**config.mk**
```make
export PLATFORM = sky130hd
export DESIGN_NAME = jt12_splitter
export DESIGN_NICKNAME = d
export VERILOG_FILES = /design/src/rtl/jt12_split_pkg.sv /design/src/rtl/jt12_split_sat.sv /design/src/rtl/jt12_splitter.sv
export SDC_FILE = /design/constraint.sdc
export NUM_CORES = 1
export LEC_CHECK = 0
export ABC_AREA = 1
export ABC_CLOCK_PERIOD_IN_PS = 8870
export CAP_MARGIN = 5
export CORE_MARGIN = 10
export CORE_UTILIZATION = 55
export DETAILED_ROUTE_END_ITERATION = 8
export HOLD_SLACK_MARGIN = 0.12
export MAX_ROUTING_LAYER = met4
export PLACE_DENSITY_LB_ADDON = 0.25
export SLEW_MARGIN = 30
export SYNTH_ARGS = -nofsm -noshare
export SYNTH_HDL_FRONTEND = slang
export SYNTH_HIERARCHICAL = 1
export SYNTH_SLANG_ARGS = --single-unit
export TNS_END_PERCENT = 5
```
**constraint.sdc**
```tcl
create_clock -name clk -period 8.87 [get_ports clk]
set_input_delay 1.774 -clock clk [delete_from_list [all_inputs] [get_ports clk]]
set_output_delay 1.774 -clock clk [all_outputs]
set_load 0.03 [all_outputs]
```
**src/rtl/jt12_split_pkg.sv**
```systemverilog
// Shared definitions for the jt12 splitter: FSM states, gain format constants
// and the gain-ramp step helper (used when JT12_SPLIT_RAMP_EN is defined).
package jt12_split_pkg;

    typedef enum logic [2:0] {
        IDLE = 3'd0,
        CH0  = 3'd1,
        CH1  = 3'd2,
        CH2  = 3'd3,
        CH3  = 3'd4
    } state_t;

    localparam logic [7:0] GAIN_UNITY     = 8'h10;
    localparam int         GAIN_FRAC_BITS = 4;
    localparam int         NUM_OUT        = 4;

    // Move an effective gain one LSB toward its target, holding once equal.
    function automatic logic [7:0] gain_step(input logic [7:0] cur, input logic [7:0] tgt);
        if (cur < tgt)
            return cur + 8'd1;
        else if (cur > tgt)
            return cur - 8'd1;
        else
            return cur;
    endfunction

endpackage

```
**src/rtl/jt12_split_sat.sv**
```systemverilog
// Combinational gain stage: unsigned 4.4 gain times signed sample, arithmetic
// shift right by the gain fraction bits (floor), then saturate to wout bits.
module jt12_split_sat
    import jt12_split_pkg::*;
#(
    parameter int win  = 20,
    parameter int wout = 16
) (
    input  logic signed [win-1:0]  din,
    input  logic        [7:0]      gain,
    output logic signed [wout-1:0] dout
);

    localparam int PW = win + 9;

    localparam logic signed [PW-1:0] MAXV = {{(PW-wout+1){1'b0}}, {(wout-1){1'b1}}};
    localparam logic signed [PW-1:0] MINV = {{(PW-wout+1){1'b1}}, {(wout-1){1'b0}}};

    logic signed [PW-1:0] w_a;
    logic signed [PW-1:0] w_b;
    logic signed [PW-1:0] w_p;
    logic signed [PW-1:0] w_s;

    // Clamp the scaled value into the signed output range.
    function automatic logic signed [wout-1:0] sat(input logic signed [PW-1:0] v);
        if (v > MAXV)
            return MAXV[wout-1:0];
        else if (v < MINV)
            return MINV[wout-1:0];
        else
            return v[wout-1:0];
    endfunction

    // Both operands are widened to the full product width so the multiply is exact.
    always_comb begin
        w_a  = {{(PW-8){1'b0}}, gain};
        w_b  = {{9{din[win-1]}}, din};
        w_p  = w_a * w_b;
        w_s  = w_p >>> GAIN_FRAC_BITS;
        dout = sat(w_s);
    end

endmodule

```
**src/rtl/jt12_splitter.sv**
```systemverilog
// jt12_splitter: fans one mixed signed sample out to four gain-scaled,
// saturated outputs using a single time-multiplexed gain/saturate stage.
// Optional feature macro: JT12_SPLIT_RAMP_EN (per-output gain ramping).
module jt12_splitter
    import jt12_split_pkg::*;
#(
    parameter int win  = 20,
    parameter int wout = 16
) (
    input  logic                   clk,
    input  logic                   rst_n,
    input  logic                   cen,
    input  logic signed [win-1:0]  din,
    input  logic                   din_valid,
    output logic                   din_ready,
    input  logic        [7:0]      gain0,
    input  logic        [7:0]      gain1,
    input  logic        [7:0]      gain2,
    input  logic        [7:0]      gain3,
    output logic signed [wout-1:0] out0,
    output logic signed [wout-1:0] out1,
    output logic signed [wout-1:0] out2,
    output logic signed [wout-1:0] out3,
    output logic                   out_valid
);

    state_t                 r_state;
    state_t                 w_next;
    logic                   w_ready;
    logic                   w_accept;
    logic [1:0]             w_idx;
    logic [7:0]             w_gain_in [NUM_OUT];
    logic [7:0]             w_gain_sel;
    logic signed [wout-1:0] w_sat;

    logic signed [win-1:0]  r_din;
    logic [7:0]             r_gain  [NUM_OUT];
    logic signed [wout-1:0] r_stage [NUM_OUT-1];
    logic signed [wout-1:0] r_out   [NUM_OUT];
    logic                   r_valid;

    assign w_gain_in[0] = gain0;
    assign w_gain_in[1] = gain1;
    assign w_gain_in[2] = gain2;
    assign w_gain_in[3] = gain3;

    assign w_accept   = cen & din_valid & w_ready;
    assign w_gain_sel = r_gain[w_idx];

    assign din_ready = w_ready;
    assign out0      = r_out[0];
    assign out1      = r_out[1];
    assign out2      = r_out[2];
    assign out3      = r_out[3];
    assign out_valid = r_valid;

    jt12_split_sat #(.win(win), .wout(wout)) u_sat (
        .din  (r_din),
        .gain (w_gain_sel),
        .dout (w_sat)
    );

    // FSM state register; advances only on enabled edges.
    always_ff @(posedge clk or negedge rst_n) begin
        if (!rst_n)
            r_state <= IDLE;
        else if (cen)
            r_state <= w_next;
    end

    // Next state: wait for a sample in IDLE, then walk the four channels.
    always_comb begin
        w_next = r_state;
        case (r_state)
            IDLE:    if (din_valid) w_next = CH0;
            CH0:     w_next = CH1;
            CH1:     w_next = CH2;
            CH2:     w_next = CH3;
            CH3:     w_next = IDLE;
            default: w_next = IDLE;
        endcase
    end

    // FSM outputs: ready flag and which channel's gain feeds the shared stage.
    always_comb begin
        w_ready = 1'b0;
        w_idx   = 2'd0;
        case (r_state)
            IDLE:    w_ready = 1'b1;
            CH0:     w_idx   = 2'd0;
            CH1:     w_idx   = 2'd1;
            CH2:     w_idx   = 2'd2;
            CH3:     w_idx   = 2'd3;
            default: w_ready = 1'b0;
        endcase
    end

    // Sample/gain capture, per-channel staging, and the simultaneous output update.
    always_ff @(posedge clk or negedge rst_n) begin
        if (!rst_n) begin
            r_din   <= '0;
            r_valid <= 1'b0;
            for (int i = 0; i < NUM_OUT; i++) begin
                r_gain[i] <= '0;
                r_out[i]  <= '0;
            end
            for (int i = 0; i < NUM_OUT-1; i++)
                r_stage[i] <= '0;
        end else if (cen) begin
            r_valid <= 1'b0;
            if (w_accept) begin
                r_din <= din;
                for (int i = 0; i < NUM_OUT; i++) begin
`ifdef JT12_SPLIT_RAMP_EN
                    r_gain[i] <= gain_step(r_gain[i], w_gain_in[i]);
`else
                    r_gain[i] <= w_gain_in[i];
`endif
                end
            end
            case (r_state)
                CH0: r_stage[0] <= w_sat;
                CH1: r_stage[1] <= w_sat;
                CH2: r_stage[2] <= w_sat;
                CH3: begin
                    // Last channel goes straight from the stage so all four land together.
                    r_out[0] <= r_stage[0];
                    r_out[1] <= r_stage[1];
                    r_out[2] <= r_stage[2];
                    r_out[3] <= w_sat;
                    r_valid  <= 1'b1;
                end
                default: ;
            endcase
        end
    end

endmodule

```
# Word level (Yosys, flattened, before mapping)
# Index checks and enable logic that the tools add are counted.
word_totals:
  inputBits: 56
  out_inout_bits: 66
  regBits: 168
  word_cells: 43
op_classes:
  order_cmp: 3
  multipliers: 1
  eq_ne: 5
  bitwise: 3
  muxes: 10
  reduce_logical: 7
op_table:
  columns: ["op", "n"]
  rows:
  - ["2-to-1 mux 16 bit", 2]
  - ["multiplier 9 x 20 -> 29 bit", 1]
  - ["greater-than comparator 25 x 16 -> 1 bit, second input constant", 1]
  - ["less-than comparator 25 x 16 -> 1 bit, second input constant", 1]
  - ["binary-select mux 8 bit (select 2 bit)", 1]
  - ["2-to-1 mux 8 bit", 2]
  - ["one-hot mux 3 bit (4 select lines)", 1]
  - ["AND reduction 2 bit", 6]
  - ["equality test 3 x 2 -> 1 bit, second input constant", 2]
  - ["one-hot mux 2 bit (3 select lines)", 1]
  - ["equality test 3 x 1 -> 1 bit, second input constant", 1]
  - ["equality test 3 bit, second input constant", 1]
  - ["greater-or-equal comparator 3 bit, second input constant", 1]
  - ["zero test 3 bit", 1]
  - ["2-to-1 mux 3 bit", 1]
  - ["inverter 2 -> 3 bit", 1]
  - ["AND 1 bit", 2]
  - ["2-to-1 mux 1 bit", 2]
  - ["inequality test 2 bit, second input constant", 1]

# Longest topological paths before layout
depth:
  word_depth: 10
  mapped_depth: 39
  ltp_nobuf: 35

# Modules after synthesis
# The synthesis kept the hierarchy.
by_module_without_submodules:
  columns: ["mod", "seq_area_each_um2", "n_inst", "area_each_um2", "cells_each"]
  rows:
  - ["jt12_splitter", 4204.0, 1, 6876.6, 765]
  - ["jt12_split_sat", 0.0, 1, 6722.7, 1016]

# Worst setup path after synthesis
# OpenSTA, ideal clock, no wires.
synth_timing:
  path_kind: "register -> register"
  start: "register r_state[2]"
  end: "register r_stage[22] (netlist bit)"
  path_buffers: 4
  t_arrival_ps: 5630
  stages_incl_launch_ff: 33
  setup_time_ps: 130
  synth_period_minus_slack_ps: 5760
  path_slack_ps: 3110
  t_required_ps: 8740
  path_cell_list: "dfrtp_1 -> nor2_4 -> nand2_2 -> buf_2 -> nand3b_1 -> nand3_1 -> nand2_1 -> clkbuf_1 -> buf_1 -> nand2_1 -> fa_1 -> inv_1 -> fa_1 -> inv_1 -> fa_1 -> fa_1 -> inv_1 -> ha_1 -> or2_1 -> and2_4 -> nand2_1 -> nand2_1 -> nand2_1 -> nand3_1 -> nand2_1 -> nand3b_1 -> nor2_1 -> nand3_1 -> nand2_2 -> buf_6 -> nand2_1 -> inv_1 -> o21ai_0"
synth_via:
  elab_chain_cells: 10
  elab_cells_between_ends: 14
  classes_between: "mul: 1; order compare: 2; eq/ne: 3; mux: 6; bitwise: 1; reduce/logical: 1"
synth_rtl:
  columns: ["element", "line_no", "rtl"]
  rows:
  - ["from (decl)", "jt12_splitter.sv:27", "state_t r_state;"]
  - ["from (signal assigned)", "jt12_splitter.sv:68", "r_state <= w_next;"]
  - ["equality test 3 bit or equality test 3 x 2 -> 1 bit (tied branches)", "jt12_splitter.sv:88", "case (r_state)"]
  - ["one-hot mux 2 bit (3 select lines) (*)", "jt12_splitter.sv:88", null]
  - ["inverter 2 -> 3 bit (not written as such) (*)", "jt12_splitter.sv:48", "assign w_gain_sel = r_gain[w_idx];"]
  - ["binary-select mux 8 bit (select 2 bit) (*)", "jt12_splitter.sv:48", null]
  - ["2-to-1 mux 8 bit (not written as such) (*) (2 in a row)", "jt12_splitter.sv:48", null]
  - ["named net w_gain_sel[1]", "jt12_splitter.sv:33", "logic [7:0] w_gain_sel;"]
  - ["multiplier 9 x 20 -> 29 bit (*)", "jt12_split_sat.sv:38", "w_p = w_a * w_b;"]
  - ["less-than comparator 25 x 16 -> 1 bit", "jt12_split_sat.sv:28", "else if (v < MINV)"]
  - ["2-to-1 mux 16 bit", "jt12_split_sat.sv:28", null]
  - ["2-to-1 mux 16 bit (*)", "jt12_split_sat.sv:26", "if (v > MAXV)"]
  - ["named net w_sat[6]", "jt12_splitter.sv:34", "logic signed [wout-1:0] w_sat;"]
  - ["to (decl)", "jt12_splitter.sv:38", "logic signed [wout-1:0] r_stage [NUM_OUT-1];"]
# Mark *: on every way through the listed nets, which the timed path passes. The rest lies on a longest branch. The select of a mux whose other input is x is not followed.
# A chain may end at the register's enable or synchronous reset.

# Worst setup path after layout
layout_timing:
  start: "register r_state[2]"
  end: "register r_stage[42] (netlist bit)"
# The elaborated chain is that of the path after synthesis.

==> summary.md <==
| Metric | Value |
|---|---|
| Clk Latency, worst-skew pair | `0.44 ns` |
| Tcrit/Tclk final | `0.795` |
| Maximum operating frequency | `0.142 GHz` |
| Post-CTS clock slew at the launch and capture registers of the worst setup and hold paths | `0.07 ns` |
| Critical Path AT | `7.36 ns` |
| Total negative slack | `0 ns` |
| Critical Path Sink Type | `flop` |
| Synth-to-layout area growth | `13.8%` |
| Clock skew after layout | `0.0171 ns` |
| Clock tree from TritonCTS | `built` |
| Number of input and output port buffers inserted | `121` |
| Fin crit period | `7.05 ns` |
| Post-CTS Hold Fix Bufs | `0` |
| Initial core utilization | `0.559` |
| Rel. slew slack | `0.426` |
| Global-route wire length before repair | `54200 um` |
| Slowest Stage Delay on Critical Path | `0.65 ns` |
| Unrepaired setup endpoints after global routing | `no` |
| Setup Buffers After CTS | `0` |
| Outcome | `finished with violations` |
| Netlist area before placement | `13600 sq um` |
| Detail Placement HPWL | `24700 um` |
| Max-slew violation count | `0` |
| Min-Delay Path Depth | `2` |
| Post-Synthesis Mean Instance Area | `7.64 sq um` |
| Worst R2R Path Depth | `33` |
| Total congestion overflow after global routing | `0` |
| Violated checks | `DRC` |
| Type of the worst setup path | `flop to flop` |
| Yosys cell types | `36` |
| Destination of the worst register-to-register timing path | `r_stage[42]` |
| Max-cap violations | `0` |
| Synthesized net count | `2018` |
| Largest net degree at the start of global routing | `105` |
| Placer's final routability congestion estimate | `0.913` |
| Floorplan die area | `31400 sq um` |
| Critical Path Start | `r_state[2]` |
| Routed wire length per instance | `14.6 um` |
| Std-Cell Rows | `57` |
| Nature of the critical path startpoint | `flop` |
| Most frequent CP cell | `sky130_fd_sc_hd__nand2_1` |
| Core Box Area | `24300 sq um` |
| Sum of buffers and inverters on the critical path | `7` |
| Cell family contributing the most delay on the critical path | `simple AND/OR/NAND/NOR gates` |
| Cell count after synthesis | `1781` |
| Total count of hold-check failures in the final report | `0` |
| Hold Crit Endpoint | `out0[2]` |
| Sink count of the clock tree | `168` |
| Number of iterations in the first detailed-routing pass | `9` |
| Number of buffers created by CTS | `17` |
| Slew at the pin closest to its max-slew limit | `0.860 ns` |
| Antenna violations before repair | `0` |
| Share of synthesized area occupied by flip-flops and latches | `0.309` |
| Antenna Cells | `0` |
| Horiz. Die Dim | `177 um` |
| Vertical die dimension | `177 um` |
| CTS HTree Levels | `4` |
| Total of cells resized after clock tree synthesis | `0` |
| Detailed-route wire length | `32000 um` |
| Register bit total from synthesis | `168` |
| Peak fanout along the critical path | `19` |
| Master cell of the clock root buffer | `sky130_fd_sc_hd__clkbuf_16` |
| Io pins | `122` |
| Final layout net count | `2091` |
| Antenna Violating Nets Remaining | `0` |
| Buffer depth of the longest clock path | `2` |
| Path category of the worst min-delay check | `flop to flop` |
| Flop-to-flop setup slack | `1.82 ns` |
| Total number of vias | `10700` |
| Reg-to-Reg Start | `r_state[2]` |
| Number of design-rule violations left by the first detailed-router iteration | `858` |
| CP max-delay cell | `sky130_fd_sc_hd__fa_1` |
| Required arrival time at the worst endpoint | `9.18 ns` |
| Setup Viol. Count Final | `0` |
| Source of the worst hold timing path | `r_stage[34]` |
| GRT Overall Usage | `0.218` |
| Proportion of layout cells with a drive suffix above 1 | `0.0589` |
| Via density per instance | `4.90` |
| Synth warnings | `6` |
| Detailed-route DRC error count | `1` |
| Number of global-route vias before repair | `10900` |
==> layout by cell type, fill, tap and decap left out, drive strengths merged <==
cell type | synthesis | final
xor2 | 8 | 8
o21ai | 121 | 121
clkdlybuf4s50 | 0 | 120
nand4 | 8 | 8
a221oi | 1 | 1
bufinv | 0 | 2
inv | 439 | 446
and2 | 1 | 1
dfrtp | 168 | 168
nor2 | 32 | 32
nor4b | 1 | 1
a21oi | 20 | 20
or2 | 1 | 1
o21bai | 1 | 1
clkbuf | 33 | 20
nand3 | 53 | 53
ha | 55 | 55
buf | 41 | 8
nor3b | 1 | 1
nand3b | 12 | 12
clkinv | 0 | 3
nand2 | 646 | 646
nor3 | 3 | 3
fa | 126 | 126
xnor2 | 10 | 10
==> stage by stage <==
step | instances | util | hold slack, ns | instance area, sq um | setup slack (ns)
after floorplan | 1781 | - | 0.449 | 13600 | 3.11
after global placement | 2159 | 0.611 | 0.453 | 14900 | 2.13
after detailed placement | 2159 | 0.611 | 0.457 | 14900 | 1.98
after CTS | 2191 | 0.636 | 0.465 | 15500 | 1.83
after global routing | 2191 | 0.636 | 0.488 | 15500 | 1.28
final | 2191 | 0.636 | 0.465 | 15500 | 1.82
==> registers in the layout, indices dropped and copies added, names as in the netlist <==
name and cells:
out0 16, out1 16, out3 16, out_valid 1
r_din 20, r_stage 48, r_state 3, out2 16
r_gain 32
==> synth_stat cells <==
cell,n,area [sq um]
sky130_fd_sc_hd__nand2_1,625,2350
sky130_fd_sc_hd__inv_1,430,1610
sky130_fd_sc_hd__dfrtp_1,168,4200
sky130_fd_sc_hd__fa_1,126,2520
sky130_fd_sc_hd__o21ai_1,71,355
sky130_fd_sc_hd__ha_1,55,688
sky130_fd_sc_hd__nand3_1,47,235
sky130_fd_sc_hd__o21ai_0,38,190
sky130_fd_sc_hd__clkbuf_1,24,90.1
sky130_fd_sc_hd__buf_2,23,115
sky130_fd_sc_hd__a21oi_1,20,100
sky130_fd_sc_hd__nand2_2,19,119
sky130_fd_sc_hd__buf_6,13,146
sky130_fd_sc_hd__nor2_1,13,48.8
sky130_fd_sc_hd__nor2_2,13,81.3
sky130_fd_sc_hd__o21ai_2,12,105
sky130_fd_sc_hd__nand3b_1,11,82.6
sky130_fd_sc_hd__xnor2_1,10,87.6
sky130_fd_sc_hd__clkbuf_2,9,45.0
sky130_fd_sc_hd__inv_2,9,33.8
sky130_fd_sc_hd__nand4_1,8,50.1
sky130_fd_sc_hd__xor2_1,8,70.1
sky130_fd_sc_hd__nor2_4,6,67.6
sky130_fd_sc_hd__buf_1,5,18.8
sky130_fd_sc_hd__nand3_2,5,50.1
sky130_fd_sc_hd__nand2_4,2,22.5
sky130_fd_sc_hd__nor3_1,2,10.0
sky130_fd_sc_hd__a221oi_1,1,8.76
sky130_fd_sc_hd__and2_4,1,8.76
sky130_fd_sc_hd__nand3_4,1,17.5
sky130_fd_sc_hd__nand3b_4,1,20.0
sky130_fd_sc_hd__nor3_2,1,10.0
sky130_fd_sc_hd__nor3b_2,1,12.5
sky130_fd_sc_hd__nor4b_1,1,8.76
sky130_fd_sc_hd__o21bai_1,1,7.51
sky130_fd_sc_hd__or2_1,1,6.26
==> per-layer routing <==
metal	vias to the layer above	global-route usage	part of all wire
met5	-	-	0
li1	5315	-	-
met4	0	0.0680	0.022
met1	5077	0.280	0.45
met2	307	0.353	0.48
met3	44	0.0277	0.050
==> worst max path at each step <==
| stage | endpoint | depth (start not counted) |
|---|---|---|
| finish | r_stage[42] | 33 |
| global route | r_stage[34] | 28 |
| CTS | r_stage[42] | 28 |
| detailed placement | r_stage[34] | 28 |
| global placement | r_stage[34] | 28 |
| floorplan | r_stage[22] | 32 |
==> kinds of logic (layout without fill, tap and decap cells) <==
family | Yosys count | in the layout | share of synthesized area
compound gates | 143 | 143 | 0.0564
xor+xnor | 18 | 18 | 0.0116
simple gates | 758 | 758 | 0.235
buf+inv | 513 | 599 | 0.152
flops | 168 | 168 | 0.309
fa+ha+maj | 181 | 181 | 0.236
==> tightest hold or removal path, delay by kind of cell, from the launching register on <==
| family | cells | cell delay [ns] |
|---|---|---|
| flip-flops | 1 | 0.34 |
| AND/OR/NAND/NOR | 2 | 0.10 |
==> final cells by class <==
cell class / count / area (sq um)
multi-input cells: 1100 / 7330
repair buffers: 128 / 1270
fillers: 2137 / 8840
inverters: 439 / 1650
clock buffers: 20 / 457
clock inverters: 12 / 156
well taps: 324 / 405
flip-flops and latches: 168 / 4200
Power is left out: the tool's default activity adds up to more than one toggle a clock period on the data nets, which glitch-free logic cannot reach.
